**src/rtl/operand_fetch_pkg.sv**
```systemverilog
// Shared types for the operand fetch stage: register index, decoded instruction bundle, x0 index.
package operand_fetch_pkg;

  localparam int REG_ADDR_W = 4;

  typedef logic [REG_ADDR_W-1:0] reg_addr_t;

  localparam reg_addr_t REG_ZERO = '0;

  typedef struct packed {
    logic      rs1_en;
    reg_addr_t rs1;
    logic      rs2_en;
    reg_addr_t rs2;
    logic      rd_en;
    reg_addr_t rd;
  } decoded_instr_t;

endpackage

```
**src/rtl/operand_fetch_scoreboard.sv**
```systemverilog
// Pending-write scoreboard: one bit per register, set by issue and cleared by writeback.
module operand_fetch_scoreboard
  import operand_fetch_pkg::*;
#(
  parameter int DEPTH_LOG2 = REG_ADDR_W
) (
  input  logic                       clk,
  input  logic                       rst_n,
  input  logic                       set_en,
  input  logic [DEPTH_LOG2-1:0]      set_addr,
  input  logic                       clr_en,
  input  logic [DEPTH_LOG2-1:0]      clr_addr,
  input  logic [2:0][DEPTH_LOG2-1:0] look_addr,
  output logic [2:0]                 look_busy
);

  localparam int DEPTH = 2 ** DEPTH_LOG2;

  logic [DEPTH-1:0] pending;

  // The set is written last so a new producer outranks a same-cycle writeback.
  always_ff @(posedge clk) begin
    if (!rst_n) begin
      pending <= '0;
    end else begin
      if (clr_en) pending[clr_addr] <= 1'b0;
      if (set_en && set_addr != '0) pending[set_addr] <= 1'b1;
    end
  end

  // A bit being cleared this cycle already counts as free.
  always_comb begin
    look_busy = '0;
    for (int i = 0; i < 3; i++) begin
      look_busy[i] = pending[look_addr[i]] && !(clr_en && clr_addr == look_addr[i]);
    end
  end

endmodule

```
**src/rtl/operand_fetch.sv**
```systemverilog
// Operand fetch stage: RAW/WAW scoreboard stalls, regfile read, one-cycle operand return.
// Define OPERAND_FETCH_BYPASS_EN to capture same-cycle writeback data instead of stalling.
module operand_fetch
  import operand_fetch_pkg::*;
#(
  parameter int WIDTH      = 32,
  parameter int DEPTH_LOG2 = REG_ADDR_W
) (
  input  logic                  clk,
  input  logic                  rst_n,
  input  logic                  in_valid,
  output logic                  in_ready,
  input  logic                  in_rs1_en,
  input  logic [DEPTH_LOG2-1:0] in_rs1_addr,
  input  logic                  in_rs2_en,
  input  logic [DEPTH_LOG2-1:0] in_rs2_addr,
  input  logic                  in_rd_en,
  input  logic [DEPTH_LOG2-1:0] in_rd_addr,
  output logic                  rf_rs1_read,
  output logic [DEPTH_LOG2-1:0] rf_rs1_addr,
  input  logic [WIDTH-1:0]      rf_rs1_rdata,
  output logic                  rf_rs2_read,
  output logic [DEPTH_LOG2-1:0] rf_rs2_addr,
  input  logic [WIDTH-1:0]      rf_rs2_rdata,
  input  logic                  wb_valid,
  input  logic [DEPTH_LOG2-1:0] wb_addr,
  input  logic [WIDTH-1:0]      wb_data,
  output logic                  out_valid,
  input  logic                  out_ready,
  output logic [WIDTH-1:0]      out_rs1_data,
  output logic [WIDTH-1:0]      out_rs2_data,
  output logic                  out_rd_en,
  output logic [DEPTH_LOG2-1:0] out_rd_addr
);

  function automatic logic s1_hit(input reg_addr_t a, input logic v, input logic en,
                                  input reg_addr_t rd);
    return v && en && rd == a;
  endfunction

  decoded_instr_t instr;
  assign instr = '{rs1_en: in_rs1_en, rs1: in_rs1_addr, rs2_en: in_rs2_en,
                   rs2: in_rs2_addr, rd_en: in_rd_en, rd: in_rd_addr};

  logic [2:0] sb_busy;
  logic       sb_set;
  assign sb_set = out_valid && out_ready && out_rd_en;

  operand_fetch_scoreboard #(.DEPTH_LOG2(DEPTH_LOG2)) u_scoreboard (
    .clk       (clk),
    .rst_n     (rst_n),
    .set_en    (sb_set),
    .set_addr  (out_rd_addr),
    .clr_en    (wb_valid),
    .clr_addr  (wb_addr),
    .look_addr ({instr.rd, instr.rs2, instr.rs1}),
    .look_busy (sb_busy)
  );

  logic rs1_live, rs2_live, rd_live, rs1_wb_hit, rs2_wb_hit, wb_live;
  assign rs1_live   = instr.rs1_en && instr.rs1 != REG_ZERO;
  assign rs2_live   = instr.rs2_en && instr.rs2 != REG_ZERO;
  assign rd_live    = instr.rd_en && instr.rd != REG_ZERO;
  assign wb_live    = wb_valid && wb_addr != REG_ZERO;
  assign rs1_wb_hit = wb_live && wb_addr == instr.rs1;
  assign rs2_wb_hit = wb_live && wb_addr == instr.rs2;

  logic hazard, accept;

  always_comb begin
    hazard = (rs1_live && (sb_busy[0] || s1_hit(instr.rs1, out_valid, out_rd_en, out_rd_addr)))
          || (rs2_live && (sb_busy[1] || s1_hit(instr.rs2, out_valid, out_rd_en, out_rd_addr)))
          || (rd_live  && (sb_busy[2] || s1_hit(instr.rd,  out_valid, out_rd_en, out_rd_addr)));
`ifdef OPERAND_FETCH_BYPASS_EN
`else
    // Without bypass the regfile would return the pre-write value, so wait a cycle.
    hazard = hazard || (rs1_live && rs1_wb_hit) || (rs2_live && rs2_wb_hit);
`endif
  end

  assign in_ready    = rst_n && !hazard && (!out_valid || out_ready);
  assign accept      = in_valid && in_ready;
  assign rf_rs1_read = accept && instr.rs1_en;
  assign rf_rs2_read = accept && instr.rs2_en;
  assign rf_rs1_addr = instr.rs1;
  assign rf_rs2_addr = instr.rs2;

  logic             fresh, rs1_use, rs2_use;
  logic [WIDTH-1:0] rs1_hold, rs2_hold, rs1_val, rs2_val;
`ifdef OPERAND_FETCH_BYPASS_EN
  logic             rs1_byp, rs2_byp;
  logic [WIDTH-1:0] byp_data;
`else
  logic             unused_wb_data;
  assign unused_wb_data = ^wb_data;
`endif

  // fresh marks the first output cycle, when regfile data is live; later cycles replay the hold regs.
  always_ff @(posedge clk) begin
    if (!rst_n) begin
      out_valid   <= 1'b0;
      fresh       <= 1'b0;
      rs1_use     <= 1'b0;
      rs2_use     <= 1'b0;
      out_rd_en   <= 1'b0;
      out_rd_addr <= '0;
      rs1_hold    <= '0;
      rs2_hold    <= '0;
`ifdef OPERAND_FETCH_BYPASS_EN
      rs1_byp     <= 1'b0;
      rs2_byp     <= 1'b0;
      byp_data    <= '0;
`endif
    end else begin
      out_valid <= accept || (out_valid && !out_ready);
      fresh     <= accept;
      if (accept) begin
        rs1_use     <= rs1_live;
        rs2_use     <= rs2_live;
        out_rd_en   <= rd_live;
        out_rd_addr <= instr.rd;
`ifdef OPERAND_FETCH_BYPASS_EN
        rs1_byp     <= rs1_wb_hit;
        rs2_byp     <= rs2_wb_hit;
        byp_data    <= wb_data;
`endif
      end
      if (fresh) begin
        rs1_hold <= rs1_val;
        rs2_hold <= rs2_val;
      end
    end
  end

  always_comb begin
    rs1_val = '0;
    rs2_val = '0;
    if (rs1_use) rs1_val = rf_rs1_rdata;
    if (rs2_use) rs2_val = rf_rs2_rdata;
`ifdef OPERAND_FETCH_BYPASS_EN
    if (rs1_use && rs1_byp) rs1_val = byp_data;
    if (rs2_use && rs2_byp) rs2_val = byp_data;
`endif
  end

  assign out_rs1_data = fresh ? rs1_val : rs1_hold;
  assign out_rs2_data = fresh ? rs2_val : rs2_hold;

endmodule

```
**config.mk**
```make
export PLATFORM = sky130hd
export DESIGN_NAME = operand_fetch
export DESIGN_NICKNAME = d
export VERILOG_FILES = /design/src/rtl/operand_fetch_pkg.sv /design/src/rtl/operand_fetch_scoreboard.sv /design/src/rtl/operand_fetch.sv
export SDC_FILE = /design/constraint.sdc
export NUM_CORES = 1
export LEC_CHECK = 0
export ABC_AREA = 1
export CAP_MARGIN = 20
export CORE_AREA = 2 2 114 116
export DETAILED_ROUTE_END_ITERATION = 16
export DIE_AREA = 0 0 116 118
export DONT_BUFFER_PORTS = 1
export SLEW_MARGIN = 20
export SYNTH_ARGS = -nofsm -noshare
export SYNTH_HDL_FRONTEND = slang
export SYNTH_SLANG_ARGS = --single-unit
```
**constraint.sdc**
```tcl
create_clock -name clk -period 1.9 [get_ports clk]
set_input_delay 0.19 -clock clk [delete_from_list [all_inputs] [get_ports clk]]
set_output_delay 0.19 -clock clk [all_outputs]
set_load 0.02 [all_outputs]
```
==> flow_summary.toml, run 1 <==
[logic_synthesis]
synth_seq_area_share = 0.363
muxShareOfSynthArea = 0
synth_fp_nets = 905
yosysTopAreaCell = "dfxtp_1"
yosys.area_share.simple = 0.251
synth_area_per_cell_sq_um = 6.25
ys_ff_latch = 89
synth_fa_ha_area_frac = 0
synth_async_sr_flop_share = 0
synth_ff_type = "dfxtp_1"
synth_top_family_by_area = "simple AND/OR/NAND/NOR gates"
synth_enable_flop_cells = 0
synth_top_area_frac = 0.363
ys_warn_count = 0
synth_area_leaders = "dfxtp_1 (36%), inv_1 (18%), o22ai_1 (8.7%), nand2_1 (8.5%), nor2_1 (7.9%)"
synth_xor_xnor_area_share = 0.0161
synth_cell_type_count = 30
synth_compound_area_frac = 0.138
syn-cell-area_sq_mm = 0.00490
syn_inst = 785

[detailed_routing]
wl_per_cell_microns = 13.0
drc = 0
routed_wl_mm = 12.4
vias_per_cell = 4.67
drtIter0Drc = 323
dr.pass1.iters = 4
antenna_left = 0
via_count = 4475

[placed_design]
place_ws_ns = 0.123
gp_congestion = 0.867
io_buffers = 0
dp_hpwl_mm = 9.11
dp_cells = 934

[layout]
n_antenna_cell = 0
fin_util = 0.444
final_cell_mix = "inv_1 (221), nand2_1 (110), nor2_1 (101), dfxtp_1 (76), o22ai_1 (68)"
fin_cells = 959
drive_gt1_frac = 0.114
area_growth_pct = 12.3
layout_commonest_cell = "inv_1"
layout.nets = 902

[worst_setup_path]
cp-end-kind = "output pin"
crit_buf_inv = 1
startpoint_type = "flip-flop"
r2r_setup_slack_ns = 0.18
crit_arrival_ns = 1.77
crit_top_cell = "nand2_1"
crit_slowest_cell = "dfxtp_2"
required_ns = 1.71
reg2regPathDepth = 15
worstPathCellList = "nand2_1 > nand3_1 > nor2_1 > nor2_1 > nand2_1 > nand2_1 > nand2_1 > nand2_2 > a21oi_4 > nand4_4 > nor2_1 > buf_4"
rr_startpoint = "u_scoreboard.pending[7]$_SDFF_PN0_"
critPathMaxStageDelay_ns = 0.34
critPathTopFamily = "simple AND/OR/NAND/NOR gates"
reg2reg_to = "rs1_use$_SDFFE_PN0P_"
worst-setup-path-type = "flip-flop to output pin"
crit_path_max_fanout = 4

[cts]
clkTransAtPathRegs_ns = 0.07
clockBufferDepth = 2
cts_made_buffers = 9
htree_num_levels = 3
worstSkewPairLatency_ns = 0.34
cts_root_buf = "clkbuf_16"
cts_tree = "yes"
cts_sinks = 89

[floorplan]
fp.dieArea_sq_mm = 0.0137
start_util = 0.395
pin_count = 201
core.rowCount = 41
die_w_microns = 116
fp.dieH_microns = 118
core_area_sq_mm = 0.0124

[power]
peakVddDrop_v = 0.000497
finalPower_mw = 4.29
powerDensity_mw_per_mm2 = 779
p_leak_nw = 2.41

[sta]
drv_slew = 0
tightest_slew_ns = 0.776
period_minus_slack_ns = 1.96
fin_hold_ws_ns = 0.0123
skew_ns = 0.00818
finalHoldViolCount = 0
setup_viol = 3
fmax_mhz = 510
slew_headroom = 0.483
timing.final.ws_setup_ns = -0.0600
fin_crit_sh = 1.03
rsz0062_at_grt = "yes"

[grt]
grt_usage = 0.182
antenna_found_initial = 0
grt_pass1_wl_mm = 19.8
overflow = 0
met2_usage = 0.284
first_global_vias = 4065
grt-busiest-layer = "met2"
use_met3 = 0.0592
use_met1 = 0.237
grt_max_degree = 65

[min_path]
min_path_type = "input pin to flip-flop"
hold_end = "out_rd_addr[0]$_SDFFE_PN0P_"
min_path_cells = 2
hold_start = "in_valid"

[run_status]
violations = "negative setup slack"
status = "complete, but fails checks"

[flow_run]
maxCapViolCount = 0
-- metal layers --
| layer | routed length, microns | part of all wire | vias up |
|---|---|---|---|
| li1 | - | - | 2338 |
| met1 | 5500 | 0.44 | 1969 |
| met2 | 5620 | 0.45 | 156 |
| met3 | 1160 | 0.093 | 12 |
| met4 | 155 | 0.012 | 0 |
| met5 | 0 | 0 | - |
-- sequential cells by signal, summed over array words and instances, names as in the netlist --
name	count
fresh	1
out_rd_addr	4
out_rd_en	1
out_valid	1
rs1_hold	32
rs1_use	1
rs2_hold	32
rs2_use	1
u_scoreboard.pending	16
-- worst max-delay path by stage --
stage / start / end / slack (ns) / depth (start not counted)
after global routing: out_rd_addr[2]$_SDFFE_PN0P_ / rf_rs2_read / -0.21 / 10
after detailed placement: out_rd_addr[1]$_SDFFE_PN0P_ / rf_rs1_read / 0.12 / 11
after floorplan: out_rd_addr[2]$_SDFFE_PN0P_ / rf_rs1_read / -0.01 / 11
final: u_scoreboard.pending[7]$_SDFF_PN0_ / rf_rs2_read / -0.06 / 12
after global placement: out_rd_addr[1]$_SDFFE_PN0P_ / rf_rs2_read / 0.15 / 11
after CTS: u_scoreboard.pending[7]$_SDFF_PN0_ / rf_rs1_read / -0.08 / 12
-- per-stage QoR --
stage / cell area, sq um / TNS [ns]
5_1_grt: 5510 / -0.522
4_1_cts: 5460 / -0.181
2_1_floorplan: 4900 / -0.0275
3_5_place_dp: 5070 / 0
6_report: 5510 / -0.103
3_3_place_gp: 5070 / 0
-- cells by family after synthesis --
group / count (synthesis)
buffers and inverters: 283
XOR/XNOR: 9
AND/OR/NAND/NOR: 288
flip-flops: 89
AO/OA/AOI/OAI: 116
-- power by group --
part | switching [mW] | internal, mW | leakage [nW]
clock network | 0.760 | 1.07 | 0.150
registers | 0.0205 | 1.89 | 0.725
logic | 0.351 | 0.190 | 1.53
total | 1.13 | 3.16 | 2.41
-- cells in the mapped netlist (2+ instances only) --
cell	instances
a21oi_1	22
a31oi_1	2
buf_1	8
buf_2	8
buf_4	10
buf_6	3
clkbuf_1	14
clkbuf_2	2
dfxtp_1	89
inv_1	230
inv_2	8
nand2_1	111
nand2_2	4
nand3_1	56
nand4_1	4
nor2_1	103
nor2_2	3
o21ai_0	21
o22ai_1	68
or2_0	2
xnor2_1	6
xor2_1	3
-- repair_timing --
item,in CTS,in global routing
pin swaps,5,9
buffers inserted,4,2
gates resized for setup,16,15
hold buffers,3,0
hold endpoints to repair,8,0
endpoints found under the setup margin,3,4
-- area by class of cell --
type	count	area (sq um)
fill	1385	6910
clock buffer	10	239
clock inverter	6	72.6
tap	172	215
sequential	89	1800
multi-input combinational	413	2020
inverter	238	893
timing repair buffer	31	269
No activity file was read; power rests on OpenSTA's default activity.
==> run 2, diff against run 1 <==
--- a/config.mk
+++ b/config.mk
@@ -11,6 +11,7 @@
 export DETAILED_ROUTE_END_ITERATION = 16
 export DIE_AREA = 0 0 116 118
 export DONT_BUFFER_PORTS = 1
+export GPL_ROUTABILITY_DRIVEN = 0
 export SLEW_MARGIN = 20
 export SYNTH_ARGS = -nofsm -noshare
 export SYNTH_HDL_FRONTEND = slang
==> results of run 2 <==
The final DEF is identical to that of run 1; final timing and power are the same.
